[config.mk]
export PLATFORM = sky130hd
export DESIGN_NAME = fighter_controller
export DESIGN_NICKNAME = d
export VERILOG_FILES = /design/src/rtl/fighter_controller.sv
export SDC_FILE = /design/constraint.sdc
export NUM_CORES = 1
export LEC_CHECK = 0
export ABC_AREA = 1
export ABC_CLOCK_PERIOD_IN_PS = 1900
export CAP_MARGIN = 30
export CORE_ASPECT_RATIO = 2
export CORE_MARGIN = 2
export CORE_UTILIZATION = 50
export CTS_CLUSTER_SIZE = 24
export DETAILED_ROUTE_END_ITERATION = 8
export GPL_TIMING_DRIVEN = 1
export HOLD_SLACK_MARGIN = 0.05
export PLACE_DENSITY = 0.75
export SYNTH_ARGS = -nofsm -noshare
export SYNTH_HDL_FRONTEND = slang
export SYNTH_SLANG_ARGS = --single-unit
[constraint.sdc]
create_clock -name clk -period 1.9 [get_ports clk]
set_input_delay 0.57 -clock clk [delete_from_list [all_inputs] [get_ports clk]]
set_output_delay 0.57 -clock clk [all_outputs]
set_load 0.05 [all_outputs]
[src/rtl/fighter_controller.sv]
// rtl/fighter_controller.sv - per-player fighter game-logic FSM feeding the sprite renderer
module fighter_controller #(
    parameter int TICK_DIV    = 3_333_333,
    parameter int X_START     = 24,
    parameter int X_MIN       = 8,
    parameter int X_MAX       = 88,
    parameter int GROUND_Y    = 32,
    parameter int JUMP_V      = 6,
    parameter int PUNCH_TICKS = 8,
    parameter int SP_TICKS    = 12,
    parameter int INJ_TICKS   = 10,
    parameter int COMBO_WIN   = 15
) (
    input  logic       clk,
    input  logic       rst_n,
    input  logic       btn_left,
    input  logic       btn_right,
    input  logic       btn_up,
    input  logic       btn_down,
    input  logic       btn_attack,
    input  logic [6:0] opp_x,
    input  logic       hit,
    output logic [6:0] x,
    output logic [6:0] y,
    output logic       in_air,
    output logic [1:0] move_state,
    output logic [2:0] character_state,
    output logic       mirror,
    output logic       strike
);

    localparam int DIV_W = (TICK_DIV > 2) ? $clog2(TICK_DIV) : 1;
    localparam int GAP_W = $clog2(COMBO_WIN + 1);

    typedef enum logic [2:0] {
        CH_NORMAL  = 3'b000,
        CH_PUNCH   = 3'b001,
        CH_SPECIAL = 3'b010,
        CH_INJURED = 3'b100
    } char_t;

    char_t            char_q, char_d;
    logic [DIV_W-1:0] div_q, div_d;
    logic [6:0]       x_q, x_d, y_q, y_d;
    logic [4:0]       vy_q, vy_d;
    logic             in_air_q, in_air_d, mirror_q, mirror_d, strike_q, strike_d;
    logic [1:0]       move_q, move_d, stage_q, stage_d;
    logic [3:0]       timer_q, timer_d;
    logic             atk_pend_q, atk_pend_d, hit_pend_q, hit_pend_d;
    logic [3:0]       prev_q, prev_d;
    logic [GAP_W-1:0] gap_q, gap_d;

    logic             tick, atk_edge, left_edge, down_edge, right_edge, atk_eff, hit_eff;
    logic [1:0]       stage_base;
    logic [6:0]       x_dec, x_inc;
    logic signed [7:0] y_next;

    // Next-state: edge/pending capture every clk, game state only on tick cycles
    always_comb begin
        tick       = (div_q == DIV_W'(TICK_DIV - 1));
        div_d      = tick ? '0 : div_q + 1'b1;
        prev_d     = {btn_attack, btn_left, btn_down, btn_right};
        atk_edge   = btn_attack & ~prev_q[3];
        left_edge  = btn_left   & ~prev_q[2];
        down_edge  = btn_down   & ~prev_q[1];
        right_edge = btn_right  & ~prev_q[0];
        atk_eff    = atk_pend_q | atk_edge;
        hit_eff    = hit_pend_q | hit;
        x_dec      = (x_q > 7'(X_MIN)) ? x_q - 7'd1 : x_q;
        x_inc      = (x_q < 7'(X_MAX)) ? x_q + 7'd1 : x_q;
        y_next     = $signed({1'b0, y_q}) - $signed({{3{vy_q[4]}}, vy_q});

        x_d        = x_q;
        y_d        = y_q;
        vy_d       = vy_q;
        in_air_d   = in_air_q;
        move_d     = move_q;
        char_d     = char_q;
        mirror_d   = mirror_q;
        strike_d   = 1'b0;
        timer_d    = timer_q;
        atk_pend_d = atk_eff;
        hit_pend_d = hit_eff;
        gap_d      = gap_q;
        stage_base = stage_q;

        // Combo window: once COMBO_WIN ticks have passed since the last press, the next tick drops the stage
        if (tick) begin
            if (gap_q >= GAP_W'(COMBO_WIN)) begin
                stage_base = 2'd0;
            end else begin
                gap_d = gap_q + 1'b1;
            end
        end
        stage_d = stage_base;
        if (left_edge) begin
            stage_d = 2'd1;
            gap_d   = '0;
        end else if (down_edge) begin
            stage_d = (stage_base == 2'd1) ? 2'd2 : 2'd0;
            gap_d   = '0;
        end else if (right_edge) begin
            stage_d = (stage_base == 2'd2) ? 2'd3 : 2'd0;
            gap_d   = '0;
        end

        if (tick) begin
            if (opp_x < x_q) begin
                mirror_d = 1'b1;
            end else if (opp_x > x_q) begin
                mirror_d = 1'b0;
            end

            // Gravity runs regardless of character state
            if (in_air_q) begin
                if (y_next >= $signed(8'(GROUND_Y))) begin
                    y_d      = 7'(GROUND_Y);
                    vy_d     = 5'd0;
                    in_air_d = 1'b0;
                end else begin
                    y_d  = y_next[6:0];
                    vy_d = vy_q - 5'd1;
                end
            end

            move_d = 2'b00;
            if (hit_eff) begin
                char_d     = CH_INJURED;
                timer_d    = 4'(INJ_TICKS - 1);
                hit_pend_d = 1'b0;
                atk_pend_d = 1'b0;
                x_d        = (opp_x > x_q) ? x_dec : x_inc;
            end else if (char_q != CH_NORMAL) begin
                if (timer_q == 4'd0) begin
                    char_d = CH_NORMAL;
                end else begin
                    timer_d = timer_q - 4'd1;
                end
                if (char_q == CH_INJURED) begin
                    atk_pend_d = 1'b0;
                    if (timer_q != 4'd0) begin
                        x_d = (opp_x > x_q) ? x_dec : x_inc;
                    end
                end
            end else if (atk_eff) begin
                atk_pend_d = 1'b0;
                if (!in_air_q) begin
                    strike_d = 1'b1;
                    if (stage_base == 2'd3) begin
                        char_d  = CH_SPECIAL;
                        timer_d = 4'(SP_TICKS - 1);
                        stage_d = 2'd0;
                    end else begin
                        char_d  = CH_PUNCH;
                        timer_d = 4'(PUNCH_TICKS - 1);
                    end
                end
            end else begin
                if (btn_right ^ btn_left) begin
                    move_d = (btn_right == !mirror_d) ? 2'b01 : 2'b10;
                    x_d    = btn_right ? x_inc : x_dec;
                end
                if (btn_up && !in_air_q) begin
                    y_d      = 7'(GROUND_Y - JUMP_V);
                    vy_d     = 5'(JUMP_V - 1);
                    in_air_d = 1'b1;
                end
            end
        end
    end

    // State register; buttons held through reset are sampled so they do not read as fresh presses
    always_ff @(posedge clk) begin
        if (!rst_n) begin
            div_q      <= '0;
            x_q        <= 7'(X_START);
            y_q        <= 7'(GROUND_Y);
            vy_q       <= 5'd0;
            in_air_q   <= 1'b0;
            move_q     <= 2'b00;
            char_q     <= CH_NORMAL;
            mirror_q   <= 1'b0;
            strike_q   <= 1'b0;
            timer_q    <= 4'd0;
            atk_pend_q <= 1'b0;
            hit_pend_q <= 1'b0;
            stage_q    <= 2'd0;
            gap_q      <= '0;
            prev_q     <= prev_d;
        end else begin
            div_q      <= div_d;
            x_q        <= x_d;
            y_q        <= y_d;
            vy_q       <= vy_d;
            in_air_q   <= in_air_d;
            move_q     <= move_d;
            char_q     <= char_d;
            mirror_q   <= mirror_d;
            strike_q   <= strike_d;
            timer_q    <= timer_d;
            atk_pend_q <= atk_pend_d;
            hit_pend_q <= hit_pend_d;
            stage_q    <= stage_d;
            gap_q      <= gap_d;
            prev_q     <= prev_d;
        end
    end

    assign x               = x_q;
    assign y               = y_q;
    assign in_air          = in_air_q;
    assign move_state      = move_q;
    assign character_state = char_q;
    assign mirror          = mirror_q;
    assign strike          = strike_q;

endmodule

# Word level (Yosys, flattened, before mapping)
# Cells that the tools add are included.
dict set report word_totals {
  in_bits 15
  word_cells 136
  ff_bits 65
}
dict set report op_classes {
  bitwise_logic 15
  magnitude_cmp 6
  n_addsub 7
  muxes 66
  n_eq_ne 12
  reduce_logical 15
}
# cell count
set ops {}
lappend ops {{$mux 7} 16}
lappend ops {{$mux 2} 19}
lappend ops {{$mux 5} 6}
lappend ops {{$mux 4} 6}
lappend ops {{$add 22x1->22 const B} 1}
lappend ops {{$eq 22x22->1 const B} 1}
lappend ops {{$mux 3} 5}
lappend ops {{$mux 1} 14}
lappend ops {{$ne 3x2->1 const B} 3}
lappend ops {{$reduce_bool 3->1} 3}
lappend ops {{$ge 8x7->1 const B} 1}
lappend ops {{$not 1->1} 8}
lappend ops {{$reduce_and 4->1} 2}
lappend ops {{$sub 8x5->8} 1}
lappend ops {{$add 7x1->7 const B} 1}
lappend ops {{$gt 7x4->1 const B} 1}
lappend ops {{$gt 7x7->1} 1}
lappend ops {{$lt 7x7->1} 1}
lappend ops {{$lt 7x7->1 const B} 1}
lappend ops {{$sub 7x1->7 const B} 1}
lappend ops {{$ne 3x1->1 const B} 2}
lappend ops {{$reduce_and 5->1} 1}
lappend ops {{$reduce_or 5->1} 1}
lappend ops {{$sub 5x1->5 const B} 1}
lappend ops {{other kinds (18)} 24}

# Depth between registers and ports, before layout
# Gate-level depths: netlist of run 1.
dict set report depth {
  ltp_word 14
  mapped_depth 16
  depth_no_buf 15
}

# Least setup slack after synthesis of run 1
# OpenSTA, ideal clock, no wires.
dict set report synth_timing {
  path_type {reg2reg}
  from {reg y_q[0], in the netlist y[0]}
  to {reg y_q[5], in the netlist y[5]}
  path_stages_with_launch 15
  setup_ns 0.115
  slack_ns -0.332
  n_path_buf 1
  arrival_ns 2.117
  cell_sequence {dfxtp_1 -> inv_1 -> ha_1 -> fa_1 -> inv_1 -> nand2_1 -> nand3_1 -> nand2_1 -> nand2_1 -> nand2_1 -> nand2_1 -> buf_2 -> nand3_1 -> nand2_1 -> nand2_1}
}
dict set report synth_via {
  elab_chain_len 8
}
# element line
set synth_lines {}
lappend synth_lines {{start: declaration} 44} ;# logic [6:0] x_q, x_d, y_q, y_d;
lappend synth_lines {{start signal: assignment} 177} ;# y_q <= 7'(GROUND_Y);
lappend synth_lines {{start signal: assignment} 193} ;# y_q <= y_d;
lappend synth_lines {{$sub 8x5->8 *} 71} ;# y_next = $signed({1'b0, y_q}) - $signed({{3{vy_q[4]}}, vy_q});
lappend synth_lines {{$ge 8x7->1} 116} ;# if (y_next >= $signed(8'(GROUND_Y))) begin
lappend synth_lines {{$mux 7 *} 116}
lappend synth_lines {{$mux 7 *} 115} ;# if (in_air_q) begin
lappend synth_lines {{$mux 7} 163} ;# if (btn_up && !in_air_q) begin
lappend synth_lines {{$mux 7} 145} ;# end else if (atk_eff) begin
lappend synth_lines {{$mux 7} 133} ;# end else if (char_q != CH_NORMAL) begin
lappend synth_lines {{$mux 7 *} 127} ;# if (hit_eff) begin
# Every way passes the cells marked *; elsewhere a longest branch is shown, timed or not.
# A chain may end at the register's enable or synchronous reset.

# Worst setup path in the final report of run 1
dict set report layout_timing {
  from {reg vy_q[1]}
  to {reg vy_q[1]}
}
dict set report layout_via {
  elab_chain_len 8
  elab_cells_between_ends 9
  classes_between {add/sub (2); order compare (1); mux (6)}
}
# element line
set layout_lines {}
lappend layout_lines {{start: declaration} 45} ;# logic [4:0] vy_q, vy_d;
lappend layout_lines {{start signal: assignment} 194} ;# vy_q <= vy_d;
lappend layout_lines {{$sub 8x5->8} 71}
lappend layout_lines {{$ge 8x7->1} 116}
lappend layout_lines {{$mux 5} 116}
lappend layout_lines {{$mux 5 *} 115}
lappend layout_lines {{$mux 5} 163}
lappend layout_lines {{$mux 5} 145}
lappend layout_lines {{$mux 5} 133}
lappend layout_lines {{$mux 5 *} 127}
# Marks and branches as above.

==> out/qor.csv, run 1 <==
stage,metric,value,unit
outcome,status,completed,
final_layout,# diodes,0,
sta,Pins Over Slew Limit,0,
sta,setup ws final,37.5,ps
drt,via/cell ratio,5.47,
die,Die Height,135,um
sta,setup_tns,0,ps
critical_path,CP Capture Type,flop,
final_layout,area delta synth->final,34.6,%
drt,Via Count,4733,
clock_tree,TritonCTS clock tree,built,
critical_path,"delay-heaviest family, CP",simple AND/OR/NAND/NOR gates,
drt,DR pass1 iterations,6,
critical_path,Worst path max stage delay,370,ps
die,die area,9410,sq um
sta,Final Cycle Share,98.0,%
power,PD cells,562,nW/um^2
final_layout,share of cells above drive strength 1,26.9,%
drt,wire length per cell,14.9,um
power,Seq pwr share,42.4,%
clock_tree,CTS buffer count,9,
power,Pleak,2.62,nW
drt,drt first-iter violations,277,
critical_path,Slowest cell on crit path,dfxtp_4,
logic_synthesis,Post-synth EDFFs,0,
die,I/O pin count,37,
power,Psw,0.000756,W
logic_synthesis,Mapped Area,4300,sq um
clock_tree,worst skew pair latency,340,ps
clock_tree,"Clk pin slew, worst setup/hold paths",50,ps
clock_tree,Clock Root Buffer,clkbuf_16,
sta,"Hold Vio Cnt, Final",0,
critical_path,crit path cell chain,inv_1 -> ha_1 -> nand2_1 -> nand2_1 -> nand4_1 -> nand2_1 -> nand2_1 -> nand2_2 -> nand2_4 -> buf_6 -> nand3_1 -> nand2_1 -> nand2_1 -> nand2_1,
sta,setup repair after global routing missed its margin,yes,
sta,fmax,0.537,GHz
logic_synthesis,largest area contributor in the netlist,dfxtp_1,
power,Comb power frac,8.8,%
power,switching part of the total,23.2,%
die,Core ar.,8290,sq um
logic_synthesis,"FF+latch count, synth",65,
logic_synthesis,Synth Flop Type,dfxtp_1,
min_path,Hold Crit Class,reg2reg,
place,I/O Buffers,36,
sta,"Setup violations, final",0,
grt,total gr overflow,0,
critical_path,crit-path max FO,5,
grt,first-pass GRT wire length,20700,um
die,Initial Util,51.9,%
logic_synthesis,Mean Syn Cell Area,6.43,sq um
grt,largest net degree at the start of global routing,19,
drt,Post-DRT Antenna Nets,0,
sta,Final min period,1860,ps
clock_tree,CTS Buffer Depth,2,
logic_synthesis,post-synth top area share,30.2,%
grt,vias in the first global route,4619,
run,number of max-cap violations,0,
critical_path,Worst Setup Start Kind,flop,
logic_synthesis,Cells after Synth,669,
critical_path,most used cell along the critical path,nand2_1,
final_layout,Final nets,801,
critical_path,CP required,2130,ps
logic_synthesis,share of async-settable or async-resettable flops after synthesis,0,%
clock_tree,clk sinks,65,
sta,Worst Tran Pin Value,534,ps
sta,Slew HR,64.4,%
logic_synthesis,sequential-to-total area share from yosys stat,30.2,%
power,part of the power in the clock network,48.9,%
die,die width,69.6,um
power,Int Pwr,0.00250,W
clock_tree,CTS H-tree depth,3,
critical_path,Arrival @ worst endpoint,2090,ps
logic_synthesis,syn nets,707,
critical_path,Worst Path Buf+Inv,2,
power,peak supply drop,0.815,mV
clock_tree,CTS Hold Bufs,0,
grt,initial antenna violation count,0,
place,Setup WS pre-CTS,-503,ps
place,hpwl dp,9500,um
drt,drt total wl,12800,um
drt,DRC errors left,0,
critical_path,crit path kind,reg2reg,
place,Final Wtd Congestion,1.04,
grt,total track usage,27.6,%
logic_synthesis,synth warn,0,
logic_synthesis,Synth cell types,38,
sta,Worst Skew,4.01,ps
die,# rows,47,
logic_synthesis,largest cells by area after synthesis,"dfxtp_1 30%, nand2_1 16%, inv_1 8.1%",
worst paths after layout:
path | start | end | slack, ps | cells past startpoint
worst max-delay path | vy_q[1]$_SDFFE_PN0N_ | vy_q[1]$_SDFFE_PN0N_ | 40 | 14
worst min register to register | div_q[0]$_SDFF_PP0_ | div_q[0]$_SDFF_PP0_ | 450 | 1
worst max register to register | vy_q[1]$_SDFFE_PN0N_ | vy_q[1]$_SDFFE_PN0N_ | 40 | 14
worst min-delay path | div_q[0]$_SDFF_PP0_ | div_q[0]$_SDFF_PP0_ | 450 | 1
sequential cells by signal, indices dropped and copies added (netlist names), 2 cells and up:
name             count
x                    7
y                    7
vy_q                 5
gap_q                4
prev_q               4
timer_q              4
character_state      3
div_q               22
move_state           2
stage_q              2
Yosys cell counts, types with 2 or more instances:
library cell / count
a21oi_1: 52
buf_2: 6
clkbuf_1: 5
dfxtp_1: 65
ha_1: 22
inv_1: 93
inv_2: 8
nand2_1: 180
nand2_2: 4
nand3_1: 56
nand3b_1: 4
nand4_1: 13
nor2_1: 58
nor2_2: 8
nor2_4: 4
nor3_1: 18
nor3_2: 4
nor4_1: 4
o211ai_1: 2
o21ai_0: 23
o21ai_1: 6
or2_2: 2
xnor2_1: 6
xor2_1: 12
placed cells by master, fill, tap and decap left out, types with 8 or more instances in the layout:
cell type	n
inv_1	82
ha_1	10
dfxtp_2	12
buf_4	73
ha_4	10
nor2_1	54
nor2_2	8
o21ai_0	19
a21oi_1	46
nor2_4	8
nand4_1	13
nand3_1	51
nor3_1	18
nand2_2	20
inv_2	18
dfxtp_1	48
o21ai_1	9
xor2_1	12
nand2_1	161
clkbuf_16	9
final cells by class:
cell class,count,area (sq um)
Multi-Input combinational cell,490,2850
Fill cell,676,2500
Sequential cell,65,1340
Timing Repair Buffer,96,828
Inverter,101,382
Clock buffer,11,233
Tap cell,98,123
Clock inverter,4,45.0
per-layer routing:
metal / wire length [um] / track usage (%)
met5: 0 / 0
met4: 552 / 14.6
met3: 479 / 4.61
met2: 7330 / 55.2
met1: 4490 / 25.8
repair_timing:
item,CTS,global route
pin swaps,15,31
setup buffers,4,5
endpoints found under the setup margin,20,39
gates resized for setup,31,60
cloned,1,0
per-stage QoR:
stage	hold WS (ps)	total power [W]	utilization, %	instances	cell area (sq um)
floorplan	417	0.00153	-	669	4340
global placement	427	0.00165	61.6	840	5110
detailed placement	435	0.00166	61.6	840	5110
CTS	446	0.00327	67.0	860	5560
global route	488	0.00337	69.9	865	5790
finish	453	0.00326	69.9	865	5790
cell families (layout without fill, tap and decap cells):
kind of cell | count (synthesis) | count (layout) | share of synthesized area (%)
AND/OR/NAND/NOR | 360 | 360 | 38.0
buffers and inverters | 114 | 212 | 10.4
AO/OA/AOI/OAI | 89 | 89 | 10.9
flip-flops | 65 | 65 | 30.2
adder cells (fa/ha/maj) | 23 | 23 | 6.86
XOR/XNOR | 18 | 18 | 3.66
power by group through the flow:
stage | clock [W] | sequential (W) | combinational (W)
after detailed placement | 0 | 0.00141 | 0.000251
after CTS | 0.00162 | 0.00138 | 0.000267
after global placement | 0 | 0.00141 | 0.000245
after floorplan | 0 | 0.00141 | 0.000124
after global routing | 0.00167 | 0.00138 | 0.000315
final | 0.00159 | 0.00138 | 0.000285
Power figures use the tool's default switching activity.
==> run 2, diff against run 1 <==
--- a/config.mk
+++ b/config.mk
@@ -7,7 +7,6 @@
 export LEC_CHECK = 0
 export ABC_AREA = 1
 export ABC_CLOCK_PERIOD_IN_PS = 1900
-export CAP_MARGIN = 30
 export CORE_ASPECT_RATIO = 2
 export CORE_MARGIN = 2
 export CORE_UTILIZATION = 50
==> results of run 2 <==
The final DEF is identical to that of run 1; final timing and power are the same.
